### config.mk
export PLATFORM = sky130hd
export DESIGN_NAME = age_issue_picker
export DESIGN_NICKNAME = d
export VERILOG_FILES = /design/src/rtl/age_issue_picker.sv
export SDC_FILE = /design/constraint.sdc
export NUM_CORES = 1
export LEC_CHECK = 0
export CORE_MARGIN = 1.5
export CORE_UTILIZATION = 25
export DETAILED_ROUTE_END_ITERATION = 8
export SETUP_SLACK_MARGIN = 0.02
export SLEW_MARGIN = 15
export SYNTH_ARGS = -nofsm -noshare
export SYNTH_HDL_FRONTEND = slang
export SYNTH_SLANG_ARGS = --single-unit
### constraint.sdc
create_clock -name clk -period 9.6 [get_ports clk]
set_input_delay 1.44 -clock clk [delete_from_list [all_inputs] [get_ports clk]]
set_output_delay 1.44 -clock clk [all_outputs]
set_load 0.03 [all_outputs]
### src/rtl/age_issue_picker.sv
// rtl/age_issue_picker.sv - oldest-first issue selector with per-entry saturating ages.
// Picks up to PICK ready entries per cycle into grant flops and frees them at the same edge.
module age_issue_picker #(
   parameter  int DEPTH = 8,
   parameter  int PICK  = 2,
   parameter  int AGE_W = 4,
   localparam int IDX_W = $clog2(DEPTH)
) (
   input  logic                  clk,
   input  logic                  reset_n,
   input  logic                  alloc_valid,
   input  logic [IDX_W-1:0]      alloc_idx,
   input  logic [DEPTH-1:0]      entry_ready,
   input  logic                  stall,
   input  logic                  flush,
   output logic [PICK-1:0]       grant_valid,
   output logic [PICK*IDX_W-1:0] grant_idx,
   output logic [DEPTH-1:0]      entry_valid,
   output logic [IDX_W:0]        count,
   output logic                  full,
   output logic                  alloc_err
);

   localparam logic [AGE_W-1:0] AGE_MAX = {AGE_W{1'b1}};
   localparam logic [IDX_W:0]   RANK_ONE = {{IDX_W{1'b0}}, 1'b1};

   logic [DEPTH-1:0]      r_valid;
   logic [AGE_W-1:0]      r_age [DEPTH];
   logic [PICK-1:0]       r_gv;
   logic [PICK*IDX_W-1:0] r_gi;
   logic [IDX_W:0]        r_count;
   logic                  r_full;
   logic                  r_err;

   logic [DEPTH-1:0]      w_cand;
   logic [IDX_W:0]        w_rank [DEPTH];
   logic [DEPTH-1:0]      w_dealloc;
   logic [PICK-1:0]       w_pick_valid;
   logic [PICK*IDX_W-1:0] w_pick_idx;
   logic [IDX_W:0]        w_ngrant;
   logic                  w_occupied;
   logic                  w_alloc_ok;
   logic [IDX_W:0]        w_count_nxt;

   assign w_cand     = r_valid & entry_ready & {DEPTH{~stall}};
   assign w_occupied = r_valid[alloc_idx];
   assign w_alloc_ok = alloc_valid & ~w_occupied;

   // Rank = number of candidates that beat this one (older, or same age with higher index).
   // All comparisons run in parallel, so depth is one compare plus a popcount.
   always_comb begin
      for (int i = 0; i < DEPTH; i++) begin
         w_rank[i] = '0;
         for (int j = 0; j < DEPTH; j++) begin
            if (j != i && w_cand[j] &&
                ((r_age[j] > r_age[i]) || ((r_age[j] == r_age[i]) && (j > i))))
               w_rank[i] = w_rank[i] + RANK_ONE;
         end
      end
   end

   always_comb begin
      w_dealloc    = '0;
      w_pick_valid = '0;
      w_pick_idx   = '0;
      w_ngrant     = '0;
      for (int i = 0; i < DEPTH; i++)
         w_dealloc[i] = w_cand[i] && (w_rank[i] < (IDX_W+1)'(PICK));
      for (int k = 0; k < PICK; k++) begin
         for (int i = 0; i < DEPTH; i++) begin
            if (w_cand[i] && (w_rank[i] == (IDX_W+1)'(k))) begin
               w_pick_valid[k]                 = 1'b1;
               w_pick_idx[k*IDX_W +: IDX_W]    = w_pick_idx[k*IDX_W +: IDX_W] | IDX_W'(i);
            end
         end
         if (w_pick_valid[k])
            w_ngrant = w_ngrant + RANK_ONE;
      end
   end

   assign w_count_nxt = r_count + (IDX_W+1)'(w_alloc_ok) - w_ngrant;

   always_ff @(posedge clk or negedge reset_n) begin
      if (!reset_n) begin
         r_valid <= '0;
         for (int i = 0; i < DEPTH; i++) r_age[i] <= '0;
         r_gv    <= '0;
         r_gi    <= '0;
         r_count <= '0;
         r_full  <= 1'b0;
         r_err   <= 1'b0;
      end else if (flush) begin
         r_valid <= '0;
         for (int i = 0; i < DEPTH; i++) r_age[i] <= '0;
         r_gv    <= '0;
         r_gi    <= '0;
         r_count <= '0;
         r_full  <= 1'b0;
         r_err   <= 1'b0;
      end else begin
         for (int i = 0; i < DEPTH; i++) begin
            if (w_dealloc[i]) begin
               r_valid[i] <= 1'b0;
               r_age[i]   <= '0;
            end else if (w_alloc_ok && (IDX_W'(i) == alloc_idx)) begin
               r_valid[i] <= 1'b1;
               r_age[i]   <= '0;
            end else if (w_alloc_ok && r_valid[i] && (r_age[i] != AGE_MAX)) begin
               r_age[i]   <= r_age[i] + 1'b1;
            end
         end
         // Under stall w_dealloc is empty, so only the grant flops need an explicit hold.
         if (!stall) begin
            r_gv <= w_pick_valid;
            r_gi <= w_pick_idx;
         end
         r_count <= w_count_nxt;
         r_full  <= (w_count_nxt == (IDX_W+1)'(DEPTH));
         r_err   <= alloc_valid & w_occupied;
      end
   end

   assign grant_valid = r_gv;
   assign grant_idx   = r_gi;
   assign entry_valid = r_valid;
   assign count       = r_count;
   assign full        = r_full;
   assign alloc_err   = r_err;

endmodule

# After elaboration in Yosys (flattened, before gate mapping)
# Cells that the tools add are included.
# Widths: inputs -> output; s select.
# word_totals
regBits	54
inputBits	16
output_inout_bits	22
word_cells	500
# classes
addsub	59
magnitude_cmp	65
n_eq_ne	53
muxes	139
bitwise	6
n_reduce_logical	157
# op_table
operator	n
$mux 4	74
$gt 4x4->1	56
$add 4x1->4 const B	48
$eq 4x4->1	28
$logic_and 1x1->1	104
$mux 1	46
$eq 4x1->1 const B	8
$logic_not 4->1	8
$lt 4x2->1 const B	8
$mux 32	1
$ne 4x4->1 const B	8
$reduce_bool 4->1	8
$logic_or 1x1->1	28
$mux 3	8
$reduce_bool 3->1	8
$add 1x1->2 const B	9
$and 8x8->8	2
$eq 3x3->1 const A	4
$mux 2	6
$mux 6	2
$mux 8	1
$eq 2x3->1 const A	2
$add 4x1->4	1
$eq 4x4->1 const B	1
other kinds (8)	10

# Logic depth before layout (Yosys ltp)
# Gate-level depths: netlist of run 1.
# depth
ltp_word	32
ltp_mapped	43
depth_no_buf	42

# Worst setup path before layout of run 1
# No wires, ideal clock.
# synth_path
path_type	in2reg
start	in stall
end	reg r_full (netlist: full)
setup_time_ns	0.121
arrival_ns	7.709
required_time_ns	9.479
setup_slack_ns	1.770
stages	38
n_path_buf	3
cell_sequence	buf_6 -> inv_1 -> buf_2 -> nand3_1 -> or2_2 -> inv_1 -> ha_1 -> xor2_2 -> inv_1 -> ha_1 -> a2111oi_0 -> a21oi_1 -> nor2b_1 -> ha_1 -> mux2i_1 -> a21oi_1 -> ha_1 -> mux2i_1 -> [... 2 more ...] -> inv_1 -> a211o_1 -> a2111oi_0 -> mux2i_1 -> o21ai_0 -> mux2i_1 -> and3_1 -> clkbuf_1 -> a221oi_1 -> nand3_1 -> ha_1 -> ha_1 -> inv_1 -> ha_1 -> inv_1 -> fa_1 -> xor2_1 -> and4b_1
# synth_via
elab_chain_cells	32
word_cells_on_any_way	216
classes_between	add/sub: 50; eq/ne: 9; mux: 75; bitwise: 2; reduce/logical: 80
# synth_rtl
item	line_no	text
from (decl)	14	input logic stall,
$not 1->1 *	45	assign w_cand = r_valid & entry_ready & {DEPTH{~stall}};
$and 8x8->8 *	45	
$logic_and 1x1->1	55	if (j != i && w_cand[j] &&
$mux 1	55	
$add 1x1->2	57	w_rank[i] = w_rank[i] + RANK_ONE;
$mux 4	55	
$add 4x1->4	57	
$mux 4	55	
[... 9 more ...]	--	
$logic_and 1x1->1	71	if (w_cand[i] && (w_rank[i] == (IDX_W+1)'(k))) begin
$mux 1 (8 in a row)	71	
$mux 1	76	if (w_pick_valid[k])
$add 1x1->2	77	w_ngrant = w_ngrant + RANK_ONE;
$mux 4 *	76	
$sub 4x4->4 *	81	assign w_count_nxt = r_count + (IDX_W+1)'(w_alloc_ok) - w_ngrant;
$eq 4x4->1 *	118	r_full <= (w_count_nxt == (IDX_W+1)'(DEPTH));
$mux 1 *	92	end else if (flush) begin
to (signal assigned)	118	
to (decl)	32	logic r_full;
# Mark *: on every way between the ends. The rest lies on a longest branch, timed or not.
# A chain may end at the register's enable or synchronous reset.

# Worst setup path after layout of run 1
# Same ends and word-level chain as after synthesis.

==> flow_summary.ini, run 1 <==
[placed_design]
hpwl_um = 24900
dp_cells = 1697
gp_congestion = 0.901
io_buffers = 37

[drt]
first_pass_iters = 5
wl_per_cell_um = 18.4
vias = 9037
finalWirelength_um = 31400
vias_per_cell = 5.30
drc = 0
drtIter0Drc = 536
antenna_left = 0

[global_route]
overflow = 0
grt_max_degree = 55
first_global_vias = 8855
use_met3 = 0.0249
antenna_found_initial = 0
busiest_layer = met2
grtUsageMet2 = 0.261
grt_first_pass_wirelength_um = 49300
met1_usage = 0.212
track_usage = 0.161

[yosys]
syn_area_sq_um = 9690
synth_nets = 1353
ys_ff_latch = 54
synthAdderAreaFrac = 0.227
synth_compound_area_frac = 0.206
netlist_instances = 1162
yosys.area_share.xor_xnor = 0.128
synth-edff-count = 0
yosys.area_share.simple = 0.221
synth_warnings = 0
synth_mux_area_frac = 0.0289
synth_top_cell_area_share = 0.225
synth_top_family_by_area = adder cells
ys_types = 97
synth_flop_cell = dfrtp_1
avgSynthCellArea_sq_um = 8.34
yosysTopAreaCell = ha_1
synth_area_leaders = ha_1 22%, dfrtp_1 14%, xnor2_1 5.1%
seq_area_frac_synth = 0.139
synthArstFlopShare = 1.00

[flow_run]
drv_cap = 0

[floorplanning]
die_area_sq_um = 40000
die_x_um = 200
start_util = 0.256
num_io_pins = 38
core_sq_um = 37900
rows = 71
die_height_um = 200

[clocking]
h-tree-depth = 2
post_cts_resized = 0
cts_root_buf = clkbuf_16
post_cts_buffers = 0
cts_hold_buf = 0
cts_tree = yes
cts_sinks = 54
clockBufferDepth = 2
cts_inserted_buffers = 5
worstSkewPairLatency_ps = 320
cts.clk_slew.worst_paths_ps = 70

[cells_and_area]
diodes = 0
area_growth_pct = 11.7
fin_cells = 1704
mostFrequentLayoutCells = 174 x ha_1, 98 x inv_1, 89 x nor2_1
drive_above_1_share = 0.0729
num-nets-final = 1384
final_common_cell = ha_1

[power]
power-per-cell-area_nw_per_um2 = 59.4
peakVddDrop_uv = 149
leakagePower_nw = 4.82

[timing]
rsz0062_at_grt = no
max_freq_mhz = 111
tightestPinTransition_ps = 897
holdWs_ps = 595
finalCritPeriodShare = 0.936
slew_headroom = 0.397
final.setup_skew_ps = 14.4
report.final.slew_viol_count = 0
setup_viol = 0
period_needed_ps = 8980
tns_ps = 0
hold_viol_final = 0

[worst_setup_path]
required_ps = 9850
rr_worst_depth = 38
crit_type = in -> reg
r2r_start = r_age[5]
cp_slowest_cell = or4_1
cp_max_fo = 11
critPathLaunch = stall
cp.arrival_ps = 9230
worstReg2RegEnd = full
critPathMaxStageDelay_ps = 560
endpoint_kind = flip-flop
cp-start-kind = primary input
r2r_setup_slack_ps = 1090

[worst_hold_path]
hold_depth = 2
hp-class = reg -> reg
whs_endpoint = grant_idx[3]
min_from = grant_idx[3]

[status]
outcome = completed
-- where the power goes --
part / switching [mW] / internal (mW)
logic: 0.102 / 0.0680
clock network: 0.0937 / 0.129
registers: 0.0126 / 0.238
-- logic make-up (layout without fill, tap and decap cells) --
logic type,after synthesis,count (layout)
buf+inv,122,153
flops,54,54
fa+ha+maj,175,175
simple gates,405,405
compound gates,272,272
mux,25,25
xor+xnor,109,109
-- layer usage --
metal,routed length [um],vias to the layer above
met5,0,-
met4,1190,0
met3,2180,72
met2,13900,307
met1,14100,4318
li1,-,4340
-- critical path: cells and delay by family --
| family | cells | cell delay (ps) |
|---|---|---|
| and+or+nand+nor | 8 | 2260 |
| AOI/OAI and AO/OA | 8 | 2160 |
| adders and majority gates | 7 | 1970 |
| buffers and inverters | 7 | 1100 |
| xor gates and xnor gates | 2 | 300 |
-- worst max-delay path by stage --
| stage | slack [ps] | depth (start not counted) | endpoint |
|---|---|---|---|
| CTS | 690 | 33 | full |
| global route | 60 | 33 | full |
| detailed placement | 390 | 33 | full |
| global placement | 650 | 36 | full |
| floorplan | 1770 | 38 | full |
| finish | 620 | 32 | full |
-- per-stage QoR --
stage / cell area, sq um / setup WS (ps) / util / power (mW)
3_5_place_dp: 10700 / 387 / 0.281 / 0.423
5_1_grt: 10800 / 63.8 / 0.285 / 0.670
4_1_cts: 10800 / 693 / 0.285 / 0.645
6_report: 10800 / 618 / 0.285 / 0.643
2_1_floorplan: 9690 / 1770 / - / 0.359
3_3_place_gp: 10700 / 649 / 0.281 / 0.422
-- Yosys cell counts, types with 5 or more instances --
master    count
and2_1       14
a211o_1       6
inv_1        98
xnor2_2       8
xnor3_1       6
o31ai_1       5
o211ai_1     22
nand3b_1     10
a31oi_1      10
clkbuf_1     13
nor3b_1       7
nand2_1      85
a221oi_1      6
nand3_1      42
xnor2_1      56
a21o_1        8
nand2b_1     16
a21oi_1      73
nand4_1      35
buf_2         6
nor2b_1      28
mux2i_1      19
and4_1        8
or2_2         6
a41o_1        5
a211oi_1     10
o21ai_1       5
and3_1       16
o21ai_0      22
nor3_1       22
a31o_2       10
o22ai_1       7
o21a_1       13
xor3_1        5
dfrtp_1      54
ha_1        174
a21oi_2       8
nor2_1       89
xor2_1       28
-- registers in the layout (all words and copies together) (netlist names) --
| signal | count |
|---|---|
| r_age | 32 |
| entry_valid | 8 |
| count | 4 |
| full | 1 |
| grant_valid | 2 |
| alloc_err | 1 |
| grant_idx | 6 |
-- area by class of cell --
type / instances / area, sq um
clock buffers: 6 / 139
clock inverters: 1 / 30.0
fillers: 4053 / 27100
inverters: 98 / 368
multi-input cells: 986 / 7850
flip-flops and latches: 54 / 1350
well taps: 511 / 639
repair buffers: 48 / 448
Power figures use the tool's default switching activity.
==> run 2: changes to the inputs <==
--- a/config.mk
+++ b/config.mk
@@ -9,6 +9,7 @@
 export CORE_UTILIZATION = 25
 export DETAILED_ROUTE_END_ITERATION = 8
 export SETUP_SLACK_MARGIN = 0.02
+export SKIP_CTS_REPAIR_TIMING = 1
 export SLEW_MARGIN = 15
 export SYNTH_ARGS = -nofsm -noshare
 export SYNTH_HDL_FRONTEND = slang
==> results of run 2 <==
Final layout, timing and power as in run 1 (identical DEF).
==> run 3: changes to the inputs <==
--- a/config.mk
+++ b/config.mk
@@ -6,7 +6,7 @@
 export NUM_CORES = 1
 export LEC_CHECK = 0
 export CORE_MARGIN = 1.5
-export CORE_UTILIZATION = 25
+export CORE_UTILIZATION = 37
 export DETAILED_ROUTE_END_ITERATION = 8
 export SETUP_SLACK_MARGIN = 0.02
 export SKIP_CTS_REPAIR_TIMING = 1
==> flow_summary.ini, run 3 (synthesis results as in run 1) <==
[status]
outcome = completed

[worst_setup_path]
cp_max_fo = 8
cp.arrival_ps = 8900
cp_slowest_cell = clkdlybuf4s50_1
required_ps = 9850
rr_worst_depth = 37
cpMostUsedCell = ha_1
critPathMaxStageDelay_ps = 440
cp-start-kind = primary input
endpoint_kind = flip-flop
crit_type = in -> reg

[power]
leakagePower_nw = 4.80
peakVddDrop_uv = 127
total_power_mw = 0.619
power-per-cell-area_nw_per_um2 = 58.4

[clocking]
worstSkewPairLatency_ps = 310
cts_root_buf = clkbuf_16
cts_inserted_buffers = 5
clockBufferDepth = 2
cts_tree = yes
cts.clk_slew.worst_paths_ps = 80
h-tree-depth = 2
cts_sinks = 54

[timing]
finalCritPeriodShare = 0.901
setup_viol = 0
report.final.slew_viol_count = 0
hold_viol_final = 0
final.setup_skew_ps = 9.31
slew_headroom = 0.423
tightestPinTransition_ps = 866
max_freq_mhz = 116
holdWs_ps = 560
period_needed_ps = 8650
rsz0062_at_grt = no
tns_ps = 0

[global_route]
track_usage = 0.227
first_global_vias = 8278
antenna_found_initial = 0
overflow = 0
grt_max_degree = 55
grt_first_pass_wirelength_um = 47000

[drt]
drc = 0
drtIter0Drc = 659
vias = 9001
wl_per_cell_um = 20.0
antenna_left = 0
finalWirelength_um = 30600
first_pass_iters = 6
vias_per_cell = 5.89

[worst_hold_path]
hp-class = reg -> reg
hold_depth = 2

[cells_and_area]
final_common_cell = ha_1
fin_util = 0.408
fin_cells = 1528
diodes = 0
mostFrequentLayoutCells = 174 x ha_1, 98 x inv_1, 89 x nor2_1
area_growth_pct = 9.18
num-nets-final = 1383
regMostFlops = r_age
drive_above_1_share = 0.0729
largest_reg_flops = 32
nFillCells = 2608

[placed_design]
io_buffers = 37
dp_cells = 1520
hpwl_um = 24200
gp_congestion = 0.892

[floorplanning]
core_sq_um = 25900
die_x_um = 165
start_util = 0.374
die_height_um = 165
die_area_sq_um = 27200
rows = 59
num_io_pins = 38

[flow_run]
drv_cap = 0
[run 3: routing by layer]
metal  vias to the layer above  global-route usage  share of wire
met3                        34              0.0158          0.054
met1                      4354               0.311           0.45
met4                         0              0.0508          0.020
met5                         -                   0              0
met2                       276               0.388           0.47
li1                       4337                   -              -
[run 3: final timing paths]
| kind | slack (ps) | start | end |
|---|---|---|---|
| max in group asynchronous | 7850 | reset_n | r_age[16] |
| min | 560 | grant_idx[2] | grant_idx[2] |
| max reg2reg | 1330 | r_age[21] | full |
| max | 950 | stall | full |
| min in group asynchronous | 1250 | reset_n | count[0] |
| min reg2reg | 560 | grant_idx[2] | grant_idx[2] |
[run 3: cell type report]
cell class	count	area [sq um]	area share
clock buffer	5	125	0.0118
sequential	54	1350	0.128
tap	335	419	0.0396
inverter	98	368	0.0348
multi-input combinational	986	7850	0.742
timing repair buffer	47	440	0.0416
clock inverter	3	28.8	0.00272
[run 3: critical path, delay by kind of cell]
kind                       cells  cell delay, ps
xor gates and xnor gates       2             550
and+or+nand+nor                7            1690
AOI/OAI and AO/OA              7            1500
adders and majority gates      9            2490
buffers and inverters          6             830
muxes                          2             390
[run 3: report_power, final]
part	switching, mW	leakage, nW	total, mW	internal [mW]
clock	0.101	0.0759	0.201	0.100
sequential	0.0116	0.746	0.249	0.237
combinational	0.101	3.98	0.169	0.0682
total	0.213	4.80	0.619	0.406
[run 3: metrics by stage]
step	cell area (sq um)	setup slack, ps
after floorplan	9690	1770
after global placement	10400	786
after detailed placement	10400	692
after CTS	10600	978
after global routing	10600	384
final	10600	950
